$ cat config.mk
export PLATFORM = sky130hd
export DESIGN_NAME = accum_unit
export DESIGN_NICKNAME = d
export VERILOG_FILES = /design/src/rtl/accum_unit.sv
export SDC_FILE = /design/constraint.sdc
export NUM_CORES = 1
export LEC_CHECK = 0
export BUFFER_PORTS_ARGS = -buffer_cell sky130_fd_sc_hd__buf_2
export CAP_MARGIN = 20
export CORE_MARGIN = 1.5
export CORE_UTILIZATION = 40
export CTS_CLUSTER_DIAMETER = 40
export DETAILED_ROUTE_END_ITERATION = 8
export GPL_TIMING_DRIVEN = 0
export PLACE_DENSITY = 0.66
export RECOVER_POWER = 100
export SLEW_MARGIN = 20
export SYNTH_ARGS = -nofsm -noshare
export SYNTH_HDL_FRONTEND = slang
export SYNTH_SLANG_ARGS = --single-unit
$ cat constraint.sdc
create_clock -name clk -period 2.26 [get_ports clk]
set_input_delay 0.452 -clock clk [delete_from_list [all_inputs] [get_ports clk]]
set_output_delay 0.452 -clock clk [all_outputs]
set_load 0.03 [all_outputs]
$ cat src/rtl/accum_unit.sv
`default_nettype none
// ============================================================================
//  Module   : accum_unit
//  Purpose  : WIDTH-bit accumulator with add, subtract, load and a DEPTH-deep
//             undo history. Reports unsigned carry/borrow and two's-complement
//             overflow of the last arithmetic op.
//
//  Ports
//    clk        in   rising-edge clock
//    rst        in   asynchronous, active-low reset
//    en         in   operation strobe, one op per clock edge while high
//    op         in   00 add, 01 sub, 10 load, 11 undo
//    in         in   WIDTH-bit operand
//    s          out  registered accumulator value
//    a          out  registered last operand (add/sub/load)
//    sum_wire   out  combinational preview of the next s for the current op
//    carry      out  registered carry (add) / borrow (sub)
//    overflow   out  registered signed overflow
//    hist_count out  number of valid history entries, 0..DEPTH
//    err        out  one-cycle pulse on undo with an empty history
//
//  Revision : 1.0  initial release
// ============================================================================
module accum_unit #(
  parameter int WIDTH = 8,
  parameter int DEPTH = 4,
  localparam int CW   = $clog2(DEPTH + 1)
) (
  input  logic             clk,
  input  logic             rst,
  input  logic             en,
  input  logic [1:0]       op,
  input  logic [WIDTH-1:0] in,
  output logic [WIDTH-1:0] s,
  output logic [WIDTH-1:0] a,
  output logic [WIDTH-1:0] sum_wire,
  output logic             carry,
  output logic             overflow,
  output logic [CW-1:0]    hist_count,
  output logic             err
);

  // --------------------------------------------------------------------------
  // Constants
  // --------------------------------------------------------------------------
  localparam logic [1:0] c_OP_ADD  = 2'b00;
  localparam logic [1:0] c_OP_SUB  = 2'b01;
  localparam logic [1:0] c_OP_LOAD = 2'b10;
  localparam logic [1:0] c_OP_UNDO = 2'b11;

  // A single-entry history still needs a 1-bit pointer to stay legal.
  localparam int              c_PW       = (DEPTH > 1) ? $clog2(DEPTH) : 1;
  localparam logic [c_PW-1:0] c_PTR_LAST = c_PW'(DEPTH - 1);
  localparam logic [c_PW-1:0] c_PTR_ONE  = c_PW'(1);
  localparam logic [CW-1:0]   c_CNT_FULL = CW'(DEPTH);
  localparam logic [CW-1:0]   c_CNT_ONE  = CW'(1);

  // --------------------------------------------------------------------------
  // State
  // --------------------------------------------------------------------------
  logic [WIDTH-1:0] r_s;
  logic [WIDTH-1:0] r_a;
  logic             r_carry;
  logic             r_ovf;
  logic             r_err;
  logic [CW-1:0]    r_count;
  logic [c_PW-1:0]  r_wptr;
  logic [WIDTH-1:0] r_hist [DEPTH];

  // --------------------------------------------------------------------------
  // Datapath
  // --------------------------------------------------------------------------
  logic [WIDTH:0]   w_add_ext;
  logic [WIDTH:0]   w_sub_ext;
  logic             w_add_ovf;
  logic             w_sub_ovf;
  logic [c_PW-1:0]  w_top_ptr;
  logic [c_PW-1:0]  w_next_ptr;
  logic [WIDTH-1:0] w_top_val;
  logic             w_hist_empty;
  logic             w_push;
  logic             w_pop;

  // One extra bit carries the unsigned carry-out; for subtraction that bit
  // is set exactly when the true difference is negative, i.e. in > s.
  assign w_add_ext = {1'b0, r_s} + {1'b0, in};
  assign w_sub_ext = {1'b0, r_s} - {1'b0, in};

  assign w_add_ovf = (r_s[WIDTH-1] == in[WIDTH-1]) &&
                     (w_add_ext[WIDTH-1] != r_s[WIDTH-1]);
  assign w_sub_ovf = (r_s[WIDTH-1] != in[WIDTH-1]) &&
                     (w_sub_ext[WIDTH-1] != r_s[WIDTH-1]);

  // The write pointer always points one past the newest entry, so the top
  // of the history sits one slot behind it (with wrap-around).
  assign w_top_ptr  = (r_wptr == '0) ? c_PTR_LAST : (r_wptr - c_PTR_ONE);
  assign w_next_ptr = (r_wptr == c_PTR_LAST) ? '0 : (r_wptr + c_PTR_ONE);
  assign w_top_val  = r_hist[w_top_ptr];

  assign w_hist_empty = (r_count == '0);
  assign w_push       = en && (op != c_OP_UNDO);
  assign w_pop        = en && (op == c_OP_UNDO) && !w_hist_empty;

  // Preview ignores en so the display can show the pending result.
  always_comb begin
    sum_wire = r_s;
    case (op)
      c_OP_ADD:  sum_wire = w_add_ext[WIDTH-1:0];
      c_OP_SUB:  sum_wire = w_sub_ext[WIDTH-1:0];
      c_OP_LOAD: sum_wire = in;
      default:   sum_wire = w_hist_empty ? r_s : w_top_val;
    endcase
  end

  // --------------------------------------------------------------------------
  // Accumulator, operand and flag registers
  // --------------------------------------------------------------------------
  always_ff @(posedge clk or negedge rst) begin
    if (!rst) begin
      r_s     <= '0;
      r_a     <= '0;
      r_carry <= 1'b0;
      r_ovf   <= 1'b0;
      r_err   <= 1'b0;
    end else begin
      // err is a pulse: cleared unless this very edge is an empty undo.
      r_err <= 1'b0;
      if (en) begin
        case (op)
          c_OP_ADD: begin
            r_s     <= w_add_ext[WIDTH-1:0];
            r_a     <= in;
            r_carry <= w_add_ext[WIDTH];
            r_ovf   <= w_add_ovf;
          end
          c_OP_SUB: begin
            r_s     <= w_sub_ext[WIDTH-1:0];
            r_a     <= in;
            r_carry <= w_sub_ext[WIDTH];
            r_ovf   <= w_sub_ovf;
          end
          c_OP_LOAD: begin
            r_s     <= in;
            r_a     <= in;
            r_carry <= 1'b0;
            r_ovf   <= 1'b0;
          end
          default: begin
            if (w_hist_empty) begin
              r_err <= 1'b1;
            end else begin
              r_s     <= w_top_val;
              r_carry <= 1'b0;
              r_ovf   <= 1'b0;
            end
          end
        endcase
      end
    end
  end

  // --------------------------------------------------------------------------
  // History bookkeeping: pointer and occupancy
  // --------------------------------------------------------------------------
  always_ff @(posedge clk or negedge rst) begin
    if (!rst) begin
      r_wptr  <= '0;
      r_count <= '0;
    end else begin
      if (w_push) begin
        r_wptr <= w_next_ptr;
        // When full the push silently replaces the oldest slot.
        if (r_count != c_CNT_FULL) begin
          r_count <= r_count + c_CNT_ONE;
        end
      end else if (w_pop) begin
        r_wptr  <= w_top_ptr;
        r_count <= r_count - c_CNT_ONE;
      end
    end
  end

  // History storage carries no reset: an entry is only read once the
  // occupancy count says it has been written since the last reset.
  always_ff @(posedge clk) begin
    if (w_push) begin
      r_hist[r_wptr] <= r_s;
    end
  end

  // --------------------------------------------------------------------------
  // Outputs
  // --------------------------------------------------------------------------
  assign s          = r_s;
  assign a          = r_a;
  assign carry      = r_carry;
  assign overflow   = r_ovf;
  assign hist_count = r_count;
  assign err        = r_err;

endmodule
`default_nettype wire
== Word-level counts from Yosys, hierarchy flattened ==
Memory sizes are Yosys's and may differ from the RTL's.
Index checks and enable logic that the tools add are counted.

* Word-level logic and storage cells: 57
* Register bits after elaboration: 24
* Output and inout port bits: 30
* RAM bits: 32
* Memories kept: 1
* Bits of input ports: 13

{| class="wikitable"
|+ Memories
! name !! depth !! bits a word !! rd ports !! clocked after Yosys merged registers in !! write ports !! RTL line !! text
|-
| r_hist || 4 || 8 || 1 || 0 || 1 || 68 || <nowiki>logic [WIDTH-1:0] r_hist [DEPTH];</nowiki>
|}

* Add/sub/neg operators: 6
* Equal/unequal tests: 12
* Reduce and logical (&&, ||, !) cells: 14
* Mux-type cells: 17

{| class="wikitable"
|+ Operators by type and width
! kind !! count
|-
| one-hot mux 8 bit (3 select lines) || 1
|-
| adder 8 x 8 -> 9 bit || 1
|-
| two-way mux 3 bit || 3
|-
| subtractor 8 x 8 -> 9 bit || 1
|-
| two-way mux 2 bit || 4
|-
| two-way mux 8 bit || 1
|-
| equality test 2 bit (second input constant) || 3
|-
| two-way mux 1 bit || 6
|-
| one-hot mux 1 bit (3 select lines) || 2
|-
| AND reduction 2 bit || 3
|-
| logical AND 1 bit || 5
|-
| zero test 2 bit || 2
|-
| != test 4 x 1 -> 1 bit (second input constant) || 1
|-
| adder 3 x 1 -> 3 bit (second input constant) || 1
|-
| zero test 3 bit || 1
|-
| != test 1 bit || 3
|-
| != test 3 bit (second input constant) || 1
|-
| OR reduction 3 bit || 1
|-
| subtractor 3 x 1 -> 3 bit (second input constant) || 1
|-
| adder 2 x 1 -> 2 bit (second input constant) || 1
|-
| equality test 2 x 1 -> 1 bit (second input constant) || 1
|-
| != test 2 x 1 -> 1 bit (second input constant) || 1
|-
| != test 2 bit (second input constant) || 1
|-
| nonzero test 2 bit || 1
|-
| other kinds (3) || 3
|}

== Longest topological paths before layout ==
* Word-level depth: 5
* Mapped depth: 9
* Mapped depth without buffers: 9

== Least setup slack after synthesis ==
OpenSTA, ideal clock, no wires.

* Kind: reg-to-output
* Start point: register r_s[0] (netlist: s[0])
* End point: output sum_wire[6]
* Cell stages (with the launch flop): 9
* Path buffers: 0
* Data arrival time: 2.447 ns
* Required time: 1.808 ns
* Setup slack: -0.639 ns
* Cell sequence: dfrtp_1 ha_1 fa_1 nor2b_1 o31ai_1 o311ai_0 o22ai_1 xnor2_1 a21oi_1

* Longest elaborated chain between the ends: 2
* Elaborated cells between the ends (all ways): 3
* Those cells by class: 2 x add/sub; 1 x mux

{| class="wikitable"
|+ RTL lines
! item !! RTL line !! text
|-
| start: declaration || 61 || <nowiki>logic [WIDTH-1:0] r_s;</nowiki>
|-
| start signal: assignment || 131 || <nowiki>r_s <= w_add_ext[WIDTH-1:0];</nowiki>
|-
| start signal: assignment || 137 || <nowiki>r_s <= w_sub_ext[WIDTH-1:0];</nowiki>
|-
| start signal: assignment || 143 || <nowiki>r_s <= in;</nowiki>
|-
| subtractor 8 x 8 -> 9 bit or adder 8 x 8 -> 9 bit (tied branches) || 87, 86 ||
|-
| one-hot mux 8 bit (3 select lines) (*) || n/a ||
|-
| end: declaration || 36 || <nowiki>output logic [WIDTH-1:0] sum_wire,</nowiki>
|}

Mark *: on every way between the ends. The rest lies on a longest branch, timed or not.

== Worst setup path in the final report ==
* Start point: register r_s[1] (netlist: s[1])
* End point: output sum_wire[7]

Same word-level chain as after synthesis.

==> metrics <==
status=finished with violations; failing checks=negative setup slack; crit-path leading delay family=compound AO/OA/AOI/OAI gates; final WL=between 8000 and 9000 um; total gr overflow=0; Setup crit start kind=register; Worst Tran Pin Value=~1.4 ns; Max Slew Vio Count=0; slowest CP cell=dfrtp_2; Clock Path Buffers=2; Synth cell types=59; Clk pwr share=between 10% and 20%; global-route wire length before repair=13900 um; worst-skew pair later-pin latency=roughly 0.32 ns; Starting DRT DRC Count=approximately 120; chip height=approximately 94 um; Final WS setup=-0.654 ns; Compound-Gate Fraction of Synth Area=roughly 17%; Reg clk slew, reported paths=0.11 ns; Mapped Area=about 3300 um2; fin crit period=between 2 and 3 ns; crit path cell chain=ha_4, nand2b_4, a2111oi_4, o32a_1, mux2i_1, nand3_1, o21ai_2, buf_6; width of the die=between 90 and 100 um; Post-Synth XOR/XNOR Area=under 10%; GP Congestion=0.843; Internal Power=about 3.3 mW; ys flop type=edfxtp_1; synthesized-area fraction occupied by adder cells=9.29%; Synth area leaders=edfxtp_1 (29%), dfrtp_1 (18%), ha_1 (7.5%); Logic pwr share=around three fifths; CP Buf/Inv Count=1; die area=8910 um2; Leakage=1.69 nW; hold_buf cts=0; CTS tree=yes; PwrDens=around 1400 nW/um2; Post-synth top cells=edfxtp_1 (32), o21ai_0 (27), dfrtp_1 (24), nand2_1 (23), ha_1 (20); Synth Register Bits=56; Slew HR=5.39%; warning count from the yosys run=0; maximum clock rate=between 300 and 400 MHz; CTS buffer count=5; crit share post-route=129%; Sw Pwr=2.56 mW; H-tree depth=2; vias in the first global route=2716; final setup violation count=10; Rows=33; Routed WL per cell=~18 um; Max-Cap Viols=0; Crit Path Class=reg -> out; Net count, final=401; Sw Share=a little over two fifths; Initial Utilization=roughly two fifths; antenna cells=0; P&R area growth vs syn=28.1%; Overall Power=slightly below 6 mW; via count=around 2700; I/O Buffers=between 40 and 50; Synth Instances=~300; post-synthesis sequential area ratio=a little under half; Post-synth ARST share=a little over two fifths; Routed Antenna Nets=0; largest net degree at the start of global routing=25; CP required=around 1.8 ns; share of the synthesized area in the top cell type=between 20% and 30%; Reg power frac=28.9%; vias per cell=5.67; GRT Total Usage=about a fifth; IR Drop Worst-Case VDD=0.587 mV; top-count cell post-synth=edfxtp_1; slowest stage delay, CP=about 0.48 ns; share of post-route cells with drive strength above 1=about 34%; pre-CTS WS=-0.663 ns; Worst Skew=between 0.007 and 0.008 ns; mux share of post-synthesis cell area=about a tenth; Simple-Gate Fraction of Synth Area=a little under an eighth; core area=approximately 8100 um2; Mapped Nets=about 330; critical path fanouts, max=5; RSZ-0062 raised after global routing=yes; initial antenna violation count=0; io pins=43; root buffer cell=clkbuf_8; Post-synth EDFFs=32; nature of the critical path endpoint=output pin; HPWL Detailed=~6000 um; Worst Hold Class=in -> reg; DRC Markers=0; crit path DAT=roughly 2.5 ns; largest family of logic cells by synthesized area=compound AO/OA/AOI/OAI gates; drt first pass iters=4; Avg Inst Size Synth=between 10 and 15 um2; endpoints failing hold=0; largest area contributor in the synthesized netlist=edfxtp_1; Clock Sink Count=56
layout by cell type, fill, tap and decap left out, drive strengths merged, types with 3 or more instances in the layout:
cell type	Yosys	routed
mux2	6	6
a21oi	14	14
nor2b	6	6
o211ai	5	5
buf	3	46
o22ai	4	4
nor3	6	6
and3	7	7
fa	3	3
inv	18	19
clkinv	1	3
clkbuf	11	34
nand2b	4	4
mux4	8	8
mux2i	5	5
a31oi	6	6
edfxtp	32	32
xor2	3	3
a22o	3	3
o21ai	28	28
nand3	4	4
nor2	15	15
dfrtp	24	24
nand2	23	23
a21o	3	3
ha	20	20
area by class of cell:
class / instances / area [um2]
Fill cell: 744 / 3860
Multi-Input combinational cell: 208 / 1940
Sequential cell: 56 / 1570
Timing Repair Buffer: 62 / 394
Tap cell: 105 / 131
Buffer: 13 / 75.1
Inverter: 19 / 71.3
Clock buffer: 5 / 68.8
Clock inverter: 3 / 22.5
through the flow:
stage                     hold slack [ns]  cells  util, %  instance area [um2]  TNS (ns)
final                               0.424    471     52.6                 4280     -4.32
after global routing                0.439    471     52.6                 4280     -5.46
after CTS                           0.144    465     51.4                 4180     -3.85
after detailed placement            0.465    443     47.4                 3860     -6.81
after global placement              0.455    443     47.4                 3860     -6.89
after floorplan                     0.156    297        -                 3520    -0.870
layer usage:
metal	GRT usage, %	wire length (um)	up-vias
li1	-	-	1249
met1	26.6	3800	1324
met3	3.62	470	12
met2	34.4	4250	84
met5	0	0	-
met4	7.71	126	0
flip-flops by register name, summed over array words and instances, names as in the netlist:
signal / cells
err: 1
carry: 1
overflow: 1
r_wptr: 2
s: 8
hist_count: 3
a: 8
r_hist: 32
cells by family after synthesis:
kind of cell    after synthesis
compound gates               86
simple gates                 75
flops                        56
buf+inv                      33
fa+ha+maj                    23
mux                          19
xor+xnor                      5
power groups by stage:
stage	Clock, mW	Sequential, mW	Combinational [mW]
after floorplan	0	1.92	1.88
after global placement	0	1.75	2.70
after detailed placement	0	1.77	2.74
after CTS	0.593	1.68	3.32
after global routing	0.639	1.72	3.86
final	0.583	1.68	3.56
worst min-delay path, stage by stage:
cell and delay, ns:
buf_2 0.11, inv_1 0.06, o21ai_0 0.08
worst paths after layout:
kind                       start     endpoint  slack [ns]  cells past startpoint
min reg2reg                 a[3]         a[3]        0.48                      2
min in group asynchronous    rst         a[2]        0.44                      1
max reg2reg                 s[4]     overflow       -0.13                      9
max                         s[1]  sum_wire[7]       -0.65                      8
max in group asynchronous    rst    r_wptr[0]        0.89                      1
min                        in[5]         a[5]        0.42                      3
repair_timing:
| action | in CTS | in global routing |
|---|---|---|
| setup buffers | 14 | 7 |
| pin swaps | 13 | 6 |
| endpoints found under the hold margin | 0 | 0 |
| gates resized for setup | 38 | 22 |
| setup endpoints to repair | 14 | 13 |
No activity file was read; power rests on OpenSTA's default activity.
